**config.mk**
```make
export PLATFORM = sky130hd
export DESIGN_NAME = router_sta
export DESIGN_NICKNAME = d
export VERILOG_FILES = /design/src/rtl/router_sta.sv
export SDC_FILE = /design/constraint.sdc
export NUM_CORES = 1
export LEC_CHECK = 0
export CORE_AREA = 2 2 39 41
export CTS_CLUSTER_DIAMETER = 150
export DETAILED_ROUTE_END_ITERATION = 10
export DIE_AREA = 0 0 41 43
export PLACE_DENSITY = 0.4
export SKIP_LAST_GASP = 1
export SLEW_MARGIN = 5
export SYNTH_ARGS = -nofsm -noshare
export SYNTH_HDL_FRONTEND = slang
export SYNTH_SLANG_ARGS = --single-unit
```
**constraint.sdc**
```tcl
create_clock -name clk -period 1.11 [get_ports clk]
set_input_delay 0.1665 -clock clk [delete_from_list [all_inputs] [get_ports clk]]
set_output_delay 0.1665 -clock clk [all_outputs]
set_load 0.02 [all_outputs]
```
**src/rtl/router_sta.sv**
```systemverilog
// rtl/router_sta.sv - registered XY route-compute unit for a 2x4 mesh router input stage
module router_sta #(
  parameter int PORTS = 3
) (
  input  logic       clk,
  input  logic       rst_n,
  input  logic       en,
  input  logic [2:0] router_add,
  input  logic [2:0] dst,
  output logic [2:0] port
);

  localparam logic [2:0] DIR_LOCAL = 3'd0;
  localparam logic [2:0] DIR_EAST  = 3'd1;
  localparam logic [2:0] DIR_WEST  = 3'd2;
  localparam logic [2:0] DIR_VERT  = 3'd3;
  localparam logic [2:0] DIR_ERROR = 3'd7;

  // Corner routers own 3 ports, middle routers own 4; anything else never matches a column.
  localparam bit IS_CORNER_VARIANT = (PORTS == 3);
  localparam bit IS_MIDDLE_VARIANT = (PORTS == 4);

  logic [1:0] sx;
  logic [1:0] dx;
  logic       sy;
  logic       dy;
  logic       corner_col;
  logic       placement_ok;
  logic [2:0] route_dir;
  logic [2:0] port_d;
  logic [2:0] port_q;

  assign sx = router_add[1:0];
  assign sy = router_add[2];
  assign dx = dst[1:0];
  assign dy = dst[2];

  // Placement check: the variant must sit in a column that matches its port count.
  always_comb begin
    corner_col   = (sx == 2'd0) || (sx == 2'd3);
    placement_ok = 1'b0;
    if (IS_CORNER_VARIANT) begin
      placement_ok = corner_col;
    end else if (IS_MIDDLE_VARIANT) begin
      placement_ok = !corner_col;
    end
  end

  // Dimension-ordered route: resolve X first, then switch rows, else deliver locally.
  always_comb begin
    route_dir = DIR_LOCAL;
    if (dx > sx) begin
      route_dir = DIR_EAST;
    end else if (dx < sx) begin
      route_dir = DIR_WEST;
    end else if (dy != sy) begin
      route_dir = DIR_VERT;
    end
  end

  // Next output: hold unless enabled; misplaced instances report ERROR for every destination.
  always_comb begin
    port_d = port_q;
    if (en) begin
      port_d = placement_ok ? route_dir : DIR_ERROR;
    end
  end

  // Output register; rst_n is an active-high synchronous reset that overrides en.
  always_ff @(posedge clk) begin
    if (rst_n) begin
      port_q <= DIR_LOCAL;
    end else begin
      port_q <= port_d;
    end
  end

  assign port = port_q;

endmodule

```
Word level (Yosys, flattened, before mapping)
Cells that the tools add are included.
W data, S select, Z words.

cells by class
  $lt $le $gt $ge = 2
  eq/ne operators = 2
  muxes and demuxes = 4
  reductions and logical operators = 2

operators with widths
  kind                  number
  $mux W2               3
  $mux W3               1
  $eq A2 B2 Y1 const B  1
  $gt A2 B2 Y1          1
  $logic_not A2 Y1      1
  $lt A2 B2 Y1          1
  $logic_or A1 B1 Y1    1
  $ne A1 B1 Y1          1

word-level totals
  flip-flop bits (word level) = 3
  output and inout bits = 3

Logic depth before layout (Yosys ltp)
  depth in word-level cells = 5
  gate-level depth with buffers = 5

Worst setup path after synthesis
OpenSTA, ideal clock, no wires.

  path kind = input port to flip-flop
  from = in router_add[1]
  to = reg port_q[1] (netlist: port[1])
  library setup time = 0.086 ns
  data arrival time = 0.944 ns
  path slack = 0.080 ns
  stages = 5
  buffers on the path = 0
  cell sequence = inv_1 ha_1 nor2b_1 o21a_1 a211oi_1

on the way
  longest elaborated chain between the ends = 4
  elaborated cells on any way between the ends = 8
  classes of those cells = order compare (2); eq/ne (1); mux (3); reduce/logical (2)

ends and longest elaborated chain
  what                  line  RTL
  from (decl)           8     input logic [2:0] router_add,
  $lt A2 B2 Y1          54    end else if (dx < sx) begin
  $mux W2               54
  $mux W2               52    if (dx > sx) begin
  $mux W3 (*)           65    port_d = placement_ok ? route_dir : DIR_ERROR;
  to (signal assigned)  74    port_q <= port_d;
  to (decl)             31    logic [2:0] port_q;

Every way passes the cells marked *; elsewhere a longest branch is shown, timed or not.
A chain may end at the register's enable or synchronous reset.

Worst setup path after layout
  from = in dst[2]
  to = reg port_q[1] (netlist: port[1])

on the way
  longest elaborated chain between the ends = 5

ends and longest elaborated chain
  what          line  RTL
  from (decl)   9     input logic [2:0] dst,
  $ne A1 B1 Y1  56    end else if (dy != sy) begin
  $mux W2       56
  $mux W2       54
  $mux W2       52
  $mux W3       65

No other way between the ends.

==> out/summary.txt <==
Run status - finished, final reports clean
CTS clk-pin slew, worst paths - 0.04 ns
Crit end category - flip-flop
Finish-stage setup viols - 0
Worst setup SP type - input pin
Synth Instances - 22
Clk sink count - 3
Nets - 50
Post-synth EDFFs - 0
Hold Buf Count CTS - 0
Overall power - 447.7 uW
Total congestion overflow - 0
Vias in the first global route - 215
Placer Congestion - 0.6443
Critical path class - input pin to flip-flop
Simple-Gate Fraction of Synth Area - 0.1419
Mapped Avg Cell Area - 8.417 um2
CP peak stage delay - 0.50 ns
Fmax - 943.6 MHz
CP Launch Point - dst[2]
P&R area growth vs syn - 116.2%
RSZ-0062 raised after global routing - true
Drt first pass iters - 2
WP buf/inv - 1
CP cell instances - clkdlybuf4s50_1 > xor2_2 > a31oi_2 > a211oi_2
Pwr dens - 1118 mW/mm2
Die area - 0.001763 mm2
Largest family of logic cells by synthesized area - compound AO/OA/AOI/OAI gates
N_diodes - 0
Final worst path period need - 1.060 ns
DRC - 0
# fillers - 156
Post-synthesis sequential area ratio - 0.3243
Required time of the worst setup path - 1.26 ns
Arrival time worst endpoint - 1.21 ns
Setup Skew - 0 ns
Crit Reg-Reg Startpoint - port[1]
Max reg flops - 3
Synth warn - 0
Asr flop ratio synth - 0
Commonest non-fill, non-tap cell in the layout - dlygate4sd2_1
Ratio of cells with drive above 1 in the final layout - 0.3421
Mux share of post-synthesis cell area - 0.05405
CTS tree - done
# rows - 14
Clk Latency, worst-skew pair - 0.23 ns
Top delay family on crit path - buffers and inverters
Max-cap viol count - 0
DR iter-0 viols - 1
Adder-cell area share of the yosys netlist - 0.1351
Commonest non-fill, non-tap cells in the layout - 5 x dlygate4sd2_1, 4 x clkdlybuf4s50_1, 3 x nor2_1, 3 x clkbuf_4, 3 x dfxtp_1
Distinct cells, synth - 14
First-pass GRT wire length - 862 um
Reg area - 60.06 um2
Slew margin rel. - 0.8326
Top FF cell, synth - dfxtp_1
Chip height - 43 um
Final WS setup - 0.05021 ns
DP Area - 322.8 um2
Crit-path max FO - 2
Xor/xnor share of the synthesized area - 0.09459
Multi-input logic area - 168.9 um2
Postcts setup bufs - 0
Leakage - 0.0001801 uW
Core area - 0.001384 mm2
Post-Route WL - 527 um
Min-delay worst type - input pin to flip-flop
Slew Viols, Final - 0
VDD IR max - 0.5786 mV
Post-DRT Antenna Nets - 0
Starting density of the core - 0.1338
Final hold vios - 0
Die W - 41 um
IO Port Bufs - 11
CP max stage cell - clkdlybuf4s50_1
Period utilization - 0.9548
Routed vias - 201
CTS Buffer Depth - 2
Synth Area in Compound Gates - 0.1892
Root Buffer - clkbuf_4
Dpl ws - -0.5102 ns
#FFs+latches synth - 3
Gr usage total - 0.07315
Top Ports - 12
Syn nets - 33
Via density - 3.722
Wire length per cell - 9.759 um
Hold Startpoint - router_add[0]
Largest net degree at the start of global routing - 7
CTS buffer count - 3
Initial antenna violation count - 0
Post-route cell area - 400.4 um2
Mapped Area - 185.2 um2
H-tree levels - 1
Least-Margin Pin Slew - 0.2504 ns
==> synth_stat cells, types with 2 or more instances <==
master | instances | area, um2
dfxtp_1 | 3 | 60.06
inv_1 | 3 | 11.26
nor2_1 | 3 | 11.26
ha_1 | 2 | 25.02
xor2_1 | 2 | 17.52
==> area by class of cell <==
cell class | count | area share
inverters | 3 | 0.02812
well taps | 16 | 0.05000
repair buffers | 12 | 0.2844
flip-flops and latches | 3 | 0.1500
multi-input cells | 16 | 0.4219
clock buffers | 4 | 0.06563
==> metal layers <==
metal / vias up / part of all wire / wire length (um) / global-route usage
met1: 93 / 0.35 / 183 / 0.07987
met3: 0 / 0.030 / 16 / 0.06283
met5: - / 0 / 0 / 0
met2: 2 / 0.62 / 327 / 0.1125
li1: 106 / - / - / -
met4: 0 / 0 / 0 / 0
==> worst paths after layout <==
kind                  end  cells past startpoint  slack [ns]
setup / recovery  port[1]                      4        0.05
hold / removal    port[2]                      4        0.39
setup reg to reg  port[1]                      2        0.46
hold reg to reg   port[2]                      2        0.48
==> per-stage QoR <==
stage          hold WS [ns]    util   TNS, ns  cells
3_5_place_dp         0.4838  0.2333    -1.153     50
2_1_floorplan        0.2356       -         0     22
5_1_grt              0.4258  0.2893  -0.01573     54
6_report             0.3883  0.2893         0     54
4_1_cts              0.4899  0.2694  -0.03495     54
3_3_place_gp         0.4833  0.2333    -1.087     50
==> logic make-up (layout without fill, tap and decap cells) <==
family / Yosys count / after routing
AND/OR/NAND/NOR: 6 / 6
AO/OA/AOI/OAI: 5 / 5
flip-flops: 3 / 3
buffers and inverters: 3 / 19
adder cells (fa/ha/maj): 2 / 2
XOR/XNOR: 2 / 2
multiplexers: 1 / 1
==> power by group <==
group          total, uW  internal (uW)  switching (uW)
logic                138           72.3            65.8
clock network        186            134            52.1
registers            123            119            4.45
total                448            325             122
==> worst reg2reg max path, stage by stage (launching register included) <==
cell	delay, ns
dfxtp_1	0.33
nor2_1	0.05
a211oi_2	0.19
==> what timing repair did <==
item                       4_1_cts  5_1_grt
resized for setup               12        6
setup endpoints to repair        5        3
pin swaps                        5        0
Note: power is estimated with default switching activity, not from simulation.
